`src/rtl/apu_pkg.sv`:
```
// apu_pkg: shared APU register addresses, read masks and frame-sequencer types
package apu_pkg;
  localparam logic [7:0] NR11 = 8'h11;
  localparam logic [7:0] NR14 = 8'h14;
  localparam logic [7:0] NR21 = 8'h16;
  localparam logic [7:0] NR24 = 8'h19;
  localparam logic [7:0] NR31 = 8'h1B;
  localparam logic [7:0] NR34 = 8'h1E;
  localparam logic [7:0] NR41 = 8'h20;
  localparam logic [7:0] NR44 = 8'h23;
  localparam int STEP_DIV_DEF = 8192;
  // Unimplemented register bits read back as 1
  localparam logic [7:0] NRX1_RD_MASK = 8'h3F;
  localparam logic [7:0] NRX4_RD_MASK = 8'hBF;
  typedef logic [2:0] step_t;
endpackage

```
`src/rtl/chan_len_ctrl_pulse_stretch.sv`:
```
// pulse_stretch: start strobe loads a PULSE_CYC down-counter, output high while nonzero
module pulse_stretch #(
  parameter int PULSE_CYC = 4
) (
  input  logic clk,
  input  logic rst_n,
  input  logic clr,
  input  logic start,
  output logic pulse
);
  logic [7:0] r_cnt;
  always_ff @(posedge clk or negedge rst_n)
    if (!rst_n) r_cnt <= '0;
    else if (clr) r_cnt <= '0;
    else if (start) r_cnt <= 8'(PULSE_CYC);
    else if (r_cnt != '0) r_cnt <= r_cnt - 8'd1;
  assign pulse = |r_cnt;
endmodule

```
`src/rtl/chan_len_ctrl.sv`:
```
// chan_len_ctrl: NRx1/NRx4 decode and frame sequencer feeding one length counter.
// Optional EXTRA_LEN_CLK_EN adds the DMG extra length clock on enabling writes.
module chan_len_ctrl
  import apu_pkg::*;
#(
  parameter int          STEP_DIV  = STEP_DIV_DEF,
  parameter int          PULSE_CYC = 4,
  parameter logic [7:0]  NRX1_ADDR = NR11,
  parameter logic [7:0]  NRX4_ADDR = NR14
) (
  input  logic       clk,
  input  logic       rst_n,
  input  logic       apu_on,
  input  logic       wr_en,
  input  logic [7:0] addr,
  input  logic [7:0] wr_data,
  output logic [7:0] rd_data,
  output logic [5:0] len_load,
  output logic       len_enable,
  output logic       trigger,
  output logic       len_clk,
  output logic [2:0] step
);
  localparam int DW = STEP_DIV > 1 ? $clog2(STEP_DIV) : 1;
  logic [DW-1:0] r_div;
  step_t         r_step;
  logic [1:0]    r_duty;
  logic [5:0]    r_len_load;
  logic          r_len_en;
  logic          w_wr1, w_wr4, w_wrap, w_extra, w_lc_start, w_trig_start;
  assign w_wr1 = wr_en && addr == NRX1_ADDR;
  assign w_wr4 = wr_en && addr == NRX4_ADDR;
  assign w_wrap = r_div == DW'(STEP_DIV - 1);
`ifdef EXTRA_LEN_CLK_EN
  // Enabling length while the coming step won't clock it costs one extra clock
  assign w_extra = w_wr4 && wr_data[6] && !r_len_en && !r_step[0] && !len_clk;
`else
  assign w_extra = 1'b0;
`endif
  // Wrapping out of an odd step lands on an even step: 256 Hz length clock
  assign w_lc_start = (w_wrap && r_step[0]) || w_extra;
  assign w_trig_start = w_wr4 && wr_data[7];
  always_ff @(posedge clk or negedge rst_n)
    if (!rst_n) begin
      r_div      <= '0;
      r_step     <= '0;
      r_duty     <= '0;
      r_len_load <= '0;
      r_len_en   <= 1'b0;
    end else if (!apu_on) begin
      r_div      <= '0;
      r_step     <= '0;
      r_duty     <= '0;
      r_len_load <= '0;
      r_len_en   <= 1'b0;
    end else begin
      r_div <= w_wrap ? '0 : r_div + DW'(1);
      if (w_wrap) r_step <= r_step + 3'd1;
      if (w_wr1) begin
        r_len_load <= wr_data[5:0];
        r_duty     <= wr_data[7:6];
      end
      if (w_wr4) r_len_en <= wr_data[6];
    end
  pulse_stretch #(.PULSE_CYC(PULSE_CYC)) u_trig (
    .clk(clk), .rst_n(rst_n), .clr(!apu_on), .start(w_trig_start), .pulse(trigger)
  );
  pulse_stretch #(.PULSE_CYC(PULSE_CYC)) u_len_clk (
    .clk(clk), .rst_n(rst_n), .clr(!apu_on), .start(w_lc_start), .pulse(len_clk)
  );
  assign rd_data = addr == NRX1_ADDR ? ({r_duty, 6'b0} | NRX1_RD_MASK)
                 : addr == NRX4_ADDR ? ({1'b0, r_len_en, 6'b0} | NRX4_RD_MASK)
                 : 8'hFF;
  assign len_load = r_len_load;
  assign len_enable = r_len_en;
  assign step = r_step;
endmodule

```
`config.mk`:
```
export PLATFORM = sky130hd
export DESIGN_NAME = chan_len_ctrl
export DESIGN_NICKNAME = d
export VERILOG_FILES = /design/src/rtl/apu_pkg.sv /design/src/rtl/chan_len_ctrl_pulse_stretch.sv /design/src/rtl/chan_len_ctrl.sv
export SDC_FILE = /design/constraint.sdc
export NUM_CORES = 1
export LEC_CHECK = 0
export ABC_CLOCK_PERIOD_IN_PS = 2400
export CORE_ASPECT_RATIO = 1.4
export CORE_MARGIN = 10
export CORE_UTILIZATION = 45
export CTS_CLUSTER_SIZE = 12
export DETAILED_ROUTE_END_ITERATION = 16
export PLACE_DENSITY = 0.82
export SYNTH_ARGS = -nofsm -noshare
export SYNTH_HDL_FRONTEND = slang
export SYNTH_SLANG_ARGS = --single-unit
```
`constraint.sdc`:
```
create_clock -name clk -period 2.4 [get_ports clk]
set_input_delay 0.6 -clock clk [delete_from_list [all_inputs] [get_ports clk]]
set_output_delay 0.6 -clock clk [all_outputs]
set_load 0.01 [all_outputs]
```
After elaboration in Yosys (flattened, before gate mapping)
Index checks and enable logic that the tools add are counted.
Storage, ports and cells
  register bits after elaboration: 41
  bits of input ports: 20
  output and inout bits: 20
  logic and storage cells: 45
Cells by class
  add/sub/neg operators: 4
  eq/ne operators: 8
  mux-type cells: 18
  reductions and logical operators: 8
Operators with widths (count)
  8-bit two-way mux: 7
  13-bit two-way mux: 2
  8-bit by 5-bit equality test with 1-bit output (second input constant): 2
  8-bit nonzero test: 2
  8-bit OR reduction: 2
  8-bit by 1-bit subtractor with 8-bit output (second input constant): 2
  13-bit by 1-bit adder with 13-bit output (second input constant): 1
  13-bit equality test (second input constant): 1
  6-bit two-way mux: 2
  7-bit two-way mux: 1
  3-bit two-way mux: 2
  2-bit by 1-bit != test with 1-bit output (second input constant): 3
  3-bit by 1-bit != test with 1-bit output (second input constant): 2
  1-bit logical AND: 4
  2-bit two-way mux: 2
  3-bit by 1-bit adder with 3-bit output (second input constant): 1
  1-bit two-way mux: 2

Longest topological paths before layout
Gate-level depths: netlist of run 1.
  depth in word-level cells: 5
  gate-level depth with buffers: 6
  depth with buffers taken out: 6

By module
From an unflattened synthesis of run 1, not the netlist that was laid out.
Unflattened totals
  cell total of the unflattened synthesis: 238
  area total of the unflattened synthesis: 2332.2 um^2
Modules (own cells, without submodules)
  chan_len_ctrl: times used 1, cells an instance 140, area each 1336.3 um^2, sequential area each 625.6 um^2
  pulse_stretch: times used 2, cells an instance 49, area each 498.0 um^2, sequential area each 200.2 um^2

Least setup slack after synthesis of run 1
No wires, ideal clock.
  kind: register -> output
  start: reg u_trig.r_cnt[0]
  end: out trigger
  data arrival time: 1409 ps
  slack: 391 ps
  cell stages (with the launch flop): 6
  buffers on the path: 1
  cells stage by stage: dfrtp_1 -> inv_1 -> ha_1 -> or3b_1 -> clkbuf_1 -> or2_1
On the way
  cells in the longest elaborated chain, start to end: 1
Ends and longest elaborated chain
  start: declaration: RTL line chan_len_ctrl_pulse_stretch.sv:11  | logic [7:0] r_cnt;
  start signal: assignment: RTL line chan_len_ctrl_pulse_stretch.sv:15  | else if (start) r_cnt <= 8'(PULSE_CYC);
  start signal: assignment: RTL line chan_len_ctrl_pulse_stretch.sv:16  | else if (r_cnt != '0) r_cnt <= r_cnt - 8'd1;
  8-bit OR reduction: RTL line chan_len_ctrl_pulse_stretch.sv:17  | assign pulse = |r_cnt;
  end: declaration: RTL line chan_len_ctrl.sv:20  | output logic trigger,
No other way between the ends.

Worst setup path after layout of run 1
  start: in addr[5]
  end: out rd_data[7]
On the way
  cells in the longest elaborated chain, start to end: 2
Ends and longest elaborated chain
  start: declaration: RTL line chan_len_ctrl.sv:15  | input logic [7:0] addr,
  8-bit by 5-bit equality test with 1-bit output: RTL line chan_len_ctrl.sv:71  | assign rd_data = addr == NRX1_ADDR ? ({r_duty, 6'b0} | NRX1_RD_MASK)
  8-bit two-way mux: RTL line chan_len_ctrl.sv:71
  end: declaration: RTL line chan_len_ctrl.sv:17  | output logic [7:0] rd_data,
No other way between the ends.

==> flow_metrics.tcl, run 1 <==
set metrics [dict create \
    status "complete, no violations" \
    synth-edff-count 0 \
    wl_per_cell_um 15.3 \
    synthCells 235 \
    synth.cells.most_frequent "dfrtp_1 (41), nand2_1 (26), a21oi_1 (16)" \
    grt_pass1_vias 2134 \
    p_leak_nw 1.33 \
    max_slew_margin 0.589 \
    utilization 0.613 \
    portBuffers 33 \
    cp-start-kind "primary input" \
    antenna_found_initial 0 \
    synth_cell_types 49 \
    die_x_um 80.6 \
    nNetsFinal 322 \
    synth.ff_latch_count 41 \
    fin_tns_setup_ns 0 \
    first_pass_iters 4 \
    gp_congestion 0.796 \
    dp_slack_ns -0.282 \
    holdBufCountCts 0 \
    syn_area_per_cell_um2 9.83 \
    area_delta_synth_final_pct 30.6 \
    diodes 0 \
    crit_family "buffers and inverters" \
    synth.yosys.seq_area_share 0.444 \
    drtIter0Drc 93 \
    max_stage_delay_ns 0.45 \
    grt_max_degree 42 \
    std_cell_rows 30 \
    via_per_inst 5.59 \
    boundaryPins 40 \
    htree_levels 2 \
    min_period_ns 2.33 \
    grt_first_pass_wirelength_mm 9.54 \
    fin_worst_skew_ns 0.00908 \
    endpoint_kind "output pin" \
    finalPower_mw 1.90 \
    ys_warn_count 0 \
    cts-buffers-inserted 5 \
    gr-usage-all-layers 0.136 \
    routed_wl_mm 5.51 \
    hpwlAfterDp_mm 3.82 \
    final_hold_viol_count 0 \
    final_cells 361 \
    crit_required_ns 1.80 \
    yosys.area.top_type_share 0.444 \
    fin_ws_ns 0.0680 \
    grt_overflow 0 \
    die_y_um 105 \
    dp_cells 340 \
    initial_core_util 0.470 \
    slew_viol_final 0 \
    drc_errors 0 \
    crit_chain "clkdlybuf4s50_1 -> nor4b_4 -> buf_4 -> nand3_1 -> buf_2" \
    core_um2 4920 \
    root_buffer "clkbuf_8" \
    path_buf_inv 3 \
    synth_ff_type "dfrtp_1" \
    synthArstFlopShare 1.00 \
    hold_class "in -> async" \
    drive_gt1_frac 0.219 \
    finalCritPeriodShare 0.972 \
    fmax_mhz 429 \
    antenna_left 0 \
    synthMostInstantiatedCell "dfrtp_1" \
    syn-cell-area_um2 2310 \
    synthTopCellsByArea "dfrtp_1 (44%), mux2i_1 (5.2%), nand2_1 (4.2%)" \
    peakVddDrop_v 0.000705 \
    clock_path_buffers 2 \
    drv_cap 0 \
    clk-insertion-delay-late_ns 0.30 \
    cts.reportedPaths.clkPinSlew_ns 0.08 \
    cts_tree "done" \
    crit_type "in -> out" \
    power_density_nw_per_um2 629 \
    cpMaxStageDelayCell "clkdlybuf4s50_1" \
    crit_arrival_ns 1.73 \
    tightest_slew_ns 0.615 \
    crit_fanout 3 \
    synth.largest_area_cell "dfrtp_1" \
    dr_total_vias 2018 \
    setup_viol 0 \
    die-area_um2 8440 \
    cts_sinks 41 \
]
-- worst reg2reg max path, delay by kind of cell (launching register included) --
kind | cells | cell delay [ns]
AO/OA/AOI/OAI | 1 | 0.18
AND/OR/NAND/NOR | 2 | 0.29
buffers and inverters | 10 | 1.17
adder cells (fa/ha/maj) | 1 | 0.16
flip-flops | 1 | 0.37
-- state kept, by name (all words and copies together), names as in the netlist --
name	flops
u_len_clk.r_cnt	8
u_trig.r_cnt	8
len_load	6
step	3
r_div	13
len_enable	1
r_duty	2
-- routing by layer --
metal,vias to the layer above,share of wire,track usage
li1,972,-,-
met1,992,0.39,0.149
met2,44,0.53,0.232
met3,10,0.056,0.0420
met4,0,0.015,0.0593
met5,-,0,0
-- power by group --
part | internal (mW) | switching, mW
registers | 0.755 | 0.0511
clock network | 0.201 | 0.248
logic | 0.319 | 0.324
total | 1.28 | 0.623
-- cells in the final DEF, fill, tap and decap left out, drive strengths merged, types with 6 or more instances in the layout --
| master | n |
|---|---|
| a21oi | 16 |
| buf | 34 |
| clkdlybuf4s50 | 28 |
| conb | 6 |
| dfrtp | 41 |
| ha | 6 |
| inv | 11 |
| mux2i | 12 |
| nand2 | 26 |
| nand3 | 6 |
| nor2 | 8 |
| nor3 | 9 |
| nor4 | 6 |
| o21ai | 13 |
| or3 | 8 |
| or4 | 8 |
-- final timing paths --
| check | startpoint | endpoint | slack (ns) | cells after the start |
|---|---|---|---|---|
| max | addr[5] | rd_data[7] | 0.07 | 5 |
| max in group asynchronous | rst_n | u_len_clk.r_cnt[7] | 1.69 | 2 |
| max reg2reg | u_len_clk.r_cnt[0] | u_len_clk.r_cnt[5] | 0.16 | 14 |
| min in group clk | r_div[0] | r_div[0] | 0.54 | 1 |
| min reg2reg | r_div[0] | r_div[0] | 0.54 | 1 |
| min | rst_n | r_div[4] | 0.35 | 2 |
-- through the flow --
step / instance area (um2) / hold slack [ns]
5_1_grt: 3020 / 0.384
3_5_place_dp: 2800 / 0.529
3_3_place_gp: 2800 / 0.522
2_1_floorplan: 2330 / 0.304
4_1_cts: 3000 / 0.366
6_report: 3020 / 0.346
-- cell families (layout without fill, tap and decap cells) --
family / Yosys count / after routing / share of synthesized area
buf+inv: 25 / 82 / 0.0520
other cells: 1 / 6 / 0.00162
simple gates: 96 / 96 / 0.247
fa+ha+maj: 6 / 6 / 0.0325
mux: 12 / 12 / 0.0520
compound gates: 48 / 48 / 0.148
flops: 41 / 41 / 0.444
xor+xnor: 6 / 6 / 0.0228
-- cell type report --
type,instances,area (um2)
multi-input combinational,174,1230
clock buffer,5,68.8
tap,64,80.1
timing repair buffer,63,548
sequential,41,1030
inverter,11,41.3
clock inverter,3,17.5
fill,399,1900
-- timing repair --
| action | 4_1_cts | 5_1_grt |
|---|---|---|
| hold endpoints to repair | 0 | 0 |
| pin swaps | 4 | 5 |
| setup endpoints to repair | 4 | 8 |
| resized for setup | 22 | 8 |
| setup buffers | 14 | 1 |
Power figures use the tool's default switching activity.
==> run 2: changes to the inputs <==
--- a/config.mk
+++ b/config.mk
@@ -6,4 +6,5 @@
 export NUM_CORES = 1
 export LEC_CHECK = 0
+export ABC_AREA = 1
 export ABC_CLOCK_PERIOD_IN_PS = 2400
 export CORE_ASPECT_RATIO = 1.4
@@ -13,4 +14,5 @@
 export DETAILED_ROUTE_END_ITERATION = 16
 export PLACE_DENSITY = 0.82
+export SLEW_MARGIN = 0
 export SYNTH_ARGS = -nofsm -noshare
 export SYNTH_HDL_FRONTEND = slang
==> constraint.sdc (replaced) <==
create_clock -name clk -period 2.4 [get_ports clk]
set_input_delay 0.6 -clock clk [delete_from_list [all_inputs] [get_ports clk]]
set_output_delay 0.6 -clock clk [all_outputs]
set_load 0.05 [all_outputs]
==> run 2 against run 1 <==
Die area hardly changed. Clock power is 3% lower. Non-clock buffer count is 19 lower. Critical path type unchanged. Synthesized cell count is 26% higher. Wire length is 11% lower. Worst hold slack worse by 0.051 ns. Combinational power is 37% higher. Flip-flop and latch count stayed put. Critical path depth is 2 higher. Via count is 3.8% lower. Sequential power is 6.3% higher.
==> flow_metrics.tcl, run 2 <==
set metrics [dict create \
    finalCritPeriodShare 0.978 \
    final_hold_viol_count 0 \
    cts-buffers-inserted 5 \
    r2r_cells 8 \
    yosys.area.top_type_share 0.444 \
    fmax_mhz 426 \
    gr-usage-all-layers 0.117 \
    dp_cells 397 \
    drc_errors 0 \
    die-area_um2 8450 \
    initial_core_util 0.470 \
    gp_congestion 0.827 \
    clock_path_buffers 2 \
    cts.reportedPaths.clkPinSlew_ns 0.08 \
    multi_input_area_um2 1110 \
    drv_cap 0 \
    wl_per_cell_um 12.1 \
    synth.largest_area_cell "dfrtp_1" \
    dr_total_vias 1942 \
    die_x_um 80.6 \
    dp_slack_ns -0.134 \
    via_per_inst 4.80 \
    synthArstFlopShare 1.00 \
    power_density_nw_per_um2 760 \
    fin_ws_ns 0.0535 \
    final_common_cell "nand2_1" \
    std_cell_rows 30 \
    synthMostInstantiatedCell "nand2_1" \
    sequentialPowerShare 0.395 \
    cts_sinks 41 \
    slew_viol_final 0 \
    synth.ff_latch_count 41 \
    area_delta_synth_final_pct 23.8 \
    tightest_slew_ns 0.579 \
    first_pass_iters 4 \
    grt_pass1_vias 1857 \
    status "complete, no violations" \
    netSwitchingPower_uw 861 \
    synthCells 296 \
    p_leak_nw 1.47 \
    root_buffer "clkbuf_8" \
    peakVddDrop_v 0.000488 \
    hold_class "in -> async" \
    synth_ff_type "dfrtp_1" \
    path_buf_inv 4 \
    grt_max_degree 32 \
    cpMaxStageDelayCell "clkdlybuf4s50_1" \
    crit_family "buffers and inverters" \
    boundaryPins 40 \
    nNetsFinal 366 \
    finalHoldWorstSlack_ns 0.295 \
    final_cells 405 \
    crit_arrival_ns 1.75 \
    finalPower_mw 2.17 \
    power.share.switching 0.396 \
    layout_common_cells "nand2_1 (55), nor2_1 (44), dfrtp_1 (41), inv_1 (34), nand3_1 (30)" \
    crit_fanout 2 \
    r2r_slack_ns 0.70 \
    r2r_end "r_div[9]" \
    portBuffers 33 \
    max_slew_margin 0.614 \
    synthTopCellsByArea "dfrtp_1 (44%), nand2_1 (9.4%), nor2_1 (7.3%)" \
    cts_tree "done" \
    antenna_found_initial 0 \
    grt_overflow 0 \
    combPwrFrac 0.405 \
    syn-cell-area_um2 2310 \
    setup_viol 0 \
    core_um2 4920 \
    min_period_ns 2.35 \
    clock_power_share 0.201 \
    largest_register_ffs 13 \
    ys_warn_count 0 \
    top_regs "r_div: 13 flops, u_len_clk.r_cnt: 8 flops, u_trig.r_cnt: 8 flops" \
    synth.cells.most_frequent "nand2_1 (58), nor2_1 (45), dfrtp_1 (41)" \
    largest_register "r_div" \
    diodes 0 \
    syn_area_per_cell_um2 7.81 \
    drive_gt1_frac 0.132 \
    hpwlAfterDp_mm 3.81 \
    htree_levels 2 \
    holdBufCountCts 0 \
    n_fill_cell 427 \
    synth_cell_types 34 \
    endpoint_kind "output pin" \
    synth-edff-count 0 \
    fin_worst_skew_ns 0.00610 \
    crit_type "in -> out" \
    crit_required_ns 1.80 \
    final-seq-area_um2 1030 \
    utilization 0.582 \
    routed_wl_mm 4.90 \
    synth.yosys.seq_area_share 0.444 \
    crit_chain "clkdlybuf4s50_1 -> inv_1 -> nand2_2 -> nor2_4 -> buf_6 -> a31oi_1 -> bufbuf_16" \
    clk-insertion-delay-late_ns 0.30 \
    drtIter0Drc 96 \
    die_y_um 105 \
    antenna_left 0 \
    regToRegStartpoint "r_div[0]" \
    internal-power_mw 1.31 \
    cp-start-kind "primary input" \
    max_stage_delay_ns 0.45 \
    grt_first_pass_wirelength_mm 8.09 \
]
run 2: changes by cell type after synthesis, sizes merged, moves of 11 or more:
cell | previous run | this run
inv | 11 | 37
mux2i | 12 | 0
a21oi | 16 | 5
nand2 | 26 | 62
nand3 | 6 | 32
nor2 | 8 | 50
run 2: power by group through the flow:
stage                     logic, mW  registers, mW  clock network (mW)
after floorplan               0.686          0.854                   0
after global placement        0.859          0.863                   0
after detailed placement      0.884          0.871                   0
after CTS                     0.889          0.858               0.453
after global routing           1.00          0.870               0.477
final                         0.880          0.858               0.436
run 2: layout make-up:
class,count,share of cell area
multi-input cells,211,0.389
inverters,37,0.0485
flip-flops and latches,41,0.359
clock buffers,5,0.0240
clock inverters,3,0.00612
well taps,64,0.0280
repair buffers,44,0.146
run 2: worst max path at each step:
stage | slack, ns | cells past startpoint | end | start
3_5_place_dp | -0.13 | 8 | rd_data[6] | addr[0]
5_1_grt | -0.004 | 7 | rd_data[7] | addr[5]
2_1_floorplan | 0.04 | 5 | rd_data[6] | addr[3]
3_3_place_gp | -0.09 | 6 | rd_data[7] | addr[0]
6_report | 0.05 | 7 | rd_data[6] | addr[5]
4_1_cts | 0.04 | 7 | rd_data[7] | addr[1]
run 2: cell families (layout without fill, tap and decap cells):
logic type,Yosys count,in the layout,synth area share
other,1,6,0.00162
XOR/XNOR,8,8,0.0303
buffers and inverters,49,89,0.0904
adder cells (fa/ha/maj),6,6,0.0325
flip-flops,41,41,0.444
AND/OR/NAND/NOR,165,165,0.341
AO/OA/AOI/OAI,26,26,0.0601
run 2: metrics by stage:
step	instance area [um2]	setup TNS (ns)
2_1_floorplan	2330	0
3_3_place_gp	2750	-0.159
3_5_place_dp	2750	-0.262
4_1_cts	2850	0
5_1_grt	2860	-0.00447
6_report	2860	0
run 2: what timing repair did:
item | CTS | global route
setup endpoints to repair | 2 | 2
pin swaps | 8 | 3
buffers inserted | 1 | 1
resized for setup | 13 | 2
run 2: metal layers:
| metal | GRT usage | part of all wire | up-vias |
|---|---|---|---|
| met4 | 0.0379 | 0.013 | 0 |
| met2 | 0.210 | 0.53 | 29 |
| met1 | 0.122 | 0.40 | 890 |
| met5 | 0 | 0 | - |
| li1 | - | - | 1017 |
| met3 | 0.0360 | 0.051 | 6 |
==> run 3: changes to the inputs <==
Settings changed: CTS_CLUSTER_SIZE 12 to not set, PLACE_DENSITY 0.82 to 0.81, SYNTH_HIERARCHICAL set to 1.
==> run 3 against run 2 <==
Cell count rose by 10%. Critical path depth fell by 1. Combinational power rose by 59%. Setup slack improved by 0.019 ns. Highest routed layer unchanged. Critical endpoint is now rd_data[7]. Total power rose by 33%. Via count rose by 15%. Sequential power rose by 7.6%. Largest cell class unchanged. Design area rose by 11%.
==> flow_metrics.tcl, run 3 <==
set metrics [dict create \
    status "complete, no violations" \
    core_um2 5570 \
    wl_per_cell_um 12.5 \
    crit_family "buffers and inverters" \
    fin_area_um2 3180 \
    final_common_cell "nand2_1" \
    fmax_mhz 430 \
    top_regs "r_div: 13 flops, u_len_clk/r_cnt: 8 flops, u_trig/r_cnt: 8 flops" \
    synth.largest_area_cell "dfrtp_1" \
    initial_core_util 0.466 \
    cts-buffers-inserted 5 \
    die_y_um 110 \
    root_buffer "clkbuf_8" \
    crit_arrival_ns 1.73 \
    n_fill_cell 493 \
    diodes 0 \
    synthMostInstantiatedCell "nand2_1" \
    cpMaxStageDelayCell "clkdlybuf4s50_1" \
    cts.reportedPaths.clkPinSlew_ns 0.09 \
    largest_register_ffs 13 \
    area_delta_synth_final_pct 22.5 \
    cts_tree "done" \
    ys_warn_count 6 \
    hpwlAfterDp_mm 4.20 \
    path_buf_inv 2 \
    synth-edff-count 0 \
    die_x_um 84.2 \
    drv_cap 0 \
    synthArstFlopShare 1.00 \
    htree_levels 2 \
    syn_area_per_cell_um2 7.77 \
    min_period_ns 2.33 \
    synth.cells.most_frequent "nand2_1 (78), nor2_1 (42), dfrtp_1 (41)" \
    holdBufCountCts 0 \
    clock_power_share 0.194 \
    yosys.area.top_type_share 0.396 \
    antenna_found_initial 0 \
    tightest_slew_ns 0.631 \
    crit_type "in -> out" \
    grt_pass1_vias 2080 \
    nNetsFinal 403 \
    synth_ff_type "dfrtp_1" \
    hold_class "in -> async" \
    drtIter0Drc 116 \
    gr-usage-all-layers 0.122 \
    synth.ff_latch_count 41 \
    cts_sinks 41 \
    clk-insertion-delay-late_ns 0.29 \
    max_stage_delay_ns 0.48 \
    largest_register "r_div" \
    grt_max_degree 42 \
    antenna_left 0 \
    clock_path_buffers 2 \
    gp_congestion 0.878 \
    power_density_nw_per_um2 909 \
    crit_chain "clkdlybuf4s50_1 -> nand2_1 -> nor2_4 -> nand2_2 -> or2_1 -> buf_6" \
    std_cell_rows 32 \
    placedInstanceArea_um2 3040 \
    boundaryPins 40 \
    drc_errors 0 \
    finalCritPeriodShare 0.970 \
    synth.yosys.seq_area_share 0.396 \
    routed_wl_mm 5.58 \
    internal-power_mw 1.65 \
    final_hold_viol_count 0 \
    power.share.switching 0.429 \
    slew_viol_final 0 \
    via_per_inst 4.99 \
    sequentialPowerShare 0.320 \
    synth_cell_types 28 \
    combPwrFrac 0.486 \
    fin_worst_skew_ns 0.0125 \
    portBuffers 33 \
    crit_fanout 3 \
    netSwitchingPower_mw 1.24 \
    syn-cell-area_um2 2590 \
    peakVddDrop_v 0.000576 \
    layout_common_cells "nand2_1 (76), nor2_1 (42), dfrtp_1 (41), inv_1 (35), nand3_1 (33)" \
    dr_total_vias 2224 \
    grt_overflow 0 \
    p_leak_nw 1.60 \
    drive_gt1_frac 0.185 \
    first_pass_iters 4 \
    synthCells 334 \
    crit_required_ns 1.80 \
    cp-start-kind "primary input" \
    endpoint_kind "output pin" \
    setup_viol 0 \
    fin_tns_setup_ns 0 \
    grt_first_pass_wirelength_mm 9.53 \
    rsz0062_at_grt "no" \
    synthTopCellsByArea "dfrtp_1 (40%), nand2_1 (11%), nand3_1 (6.4%)" \
    max_slew_margin 0.579 \
    die-area_um2 9240 \
]
-- run 3: logic make-up after synthesis --
group	Yosys count	share of synthesized area
AND/OR/NAND/NOR	202	0.419
buffers and inverters	58	0.0936
flip-flops	41	0.396
AO/OA/AOI/OAI	19	0.0376
XOR/XNOR	7	0.0236
adder cells (fa/ha/maj)	6	0.0289
other	1	0.00145
-- run 3: layout make-up --
| class | count | area [um2] | area share |
|---|---|---|---|
| Inverter | 49 | 184 | 0.0579 |
| Clock inverter | 2 | 38.8 | 0.0122 |
| Sequential cell | 41 | 1030 | 0.323 |
| Multi-Input combinational cell | 240 | 1350 | 0.426 |
| Timing Repair Buffer | 40 | 417 | 0.131 |
| Clock buffer | 6 | 72.6 | 0.0228 |
| Tap cell | 68 | 85.1 | 0.0268 |
-- run 3: metrics by stage --
stage | power (mW) | setup slack [ns] | cells | hold WS (ns) | util
detailed placement | 2.33 | 0.0206 | 437 | 0.468 | 0.546
global route | 3.09 | 0.00880 | 446 | 0.399 | 0.571
floorplan | 2.00 | 0.276 | 339 | 0.304 | -
global placement | 2.29 | 0.0554 | 437 | 0.443 | 0.546
CTS | 2.89 | 0.0164 | 445 | 0.371 | 0.566
finish | 2.89 | 0.0723 | 446 | 0.360 | 0.571
-- run 3: final timing paths --
path                            depth (start not counted)  startpoint  slack, ns                 end
worst min register to register                          1    r_div[0]       0.47            r_div[0]
min in group clk                                        1    r_div[0]       0.47            r_div[0]
worst max register to register                         11    r_div[0]       0.58  u_len_clk/r_cnt[7]
worst max-delay path                                    6     addr[4]       0.07          rd_data[7]
max in group asynchronous                               2       rst_n       1.68            r_div[8]
worst min-delay path                                    2       rst_n       0.36     u_trig/r_cnt[5]
-- run 3: power by group through the flow --
stage / sequential [mW] / clock (mW) / combinational, mW
6_report: 0.923 / 0.560 / 1.40
5_1_grt: 0.941 / 0.600 / 1.55
4_1_cts: 0.921 / 0.572 / 1.40
3_5_place_dp: 0.935 / 0 / 1.40
3_3_place_gp: 0.930 / 0 / 1.36
2_1_floorplan: 0.919 / 0 / 1.08
-- run 3: per-layer routing --
| metal | up-vias | global-route usage | share of wire |
|---|---|---|---|
| met1 | 1048 | 0.133 | 0.40 |
| li1 | 1127 | - | - |
| met5 | - | 0 | 0 |
| met4 | 0 | 0.0492 | 0.015 |
| met2 | 40 | 0.223 | 0.55 |
| met3 | 9 | 0.0266 | 0.032 |
-- run 3: worst reg2reg max path, cell delays in order (launching register included) --
cell and delay (ns):
dfrtp_1 0.38, ha_1 0.27, nand3_2 0.15, inv_1 0.11
nand3_1 0.09, nor3_1 0.18, buf_4 0.19, nor2_8 0.06
nand3_4 0.13, nand3_2 0.06, nand2_1 0.06, nor2_1 0.04
-- run 3: what timing repair did --
action / 4_1_cts / 5_1_grt
endpoints found under the setup margin: 0 / 2
buffers inserted: 0 / 1
gates resized for setup: 0 / 7
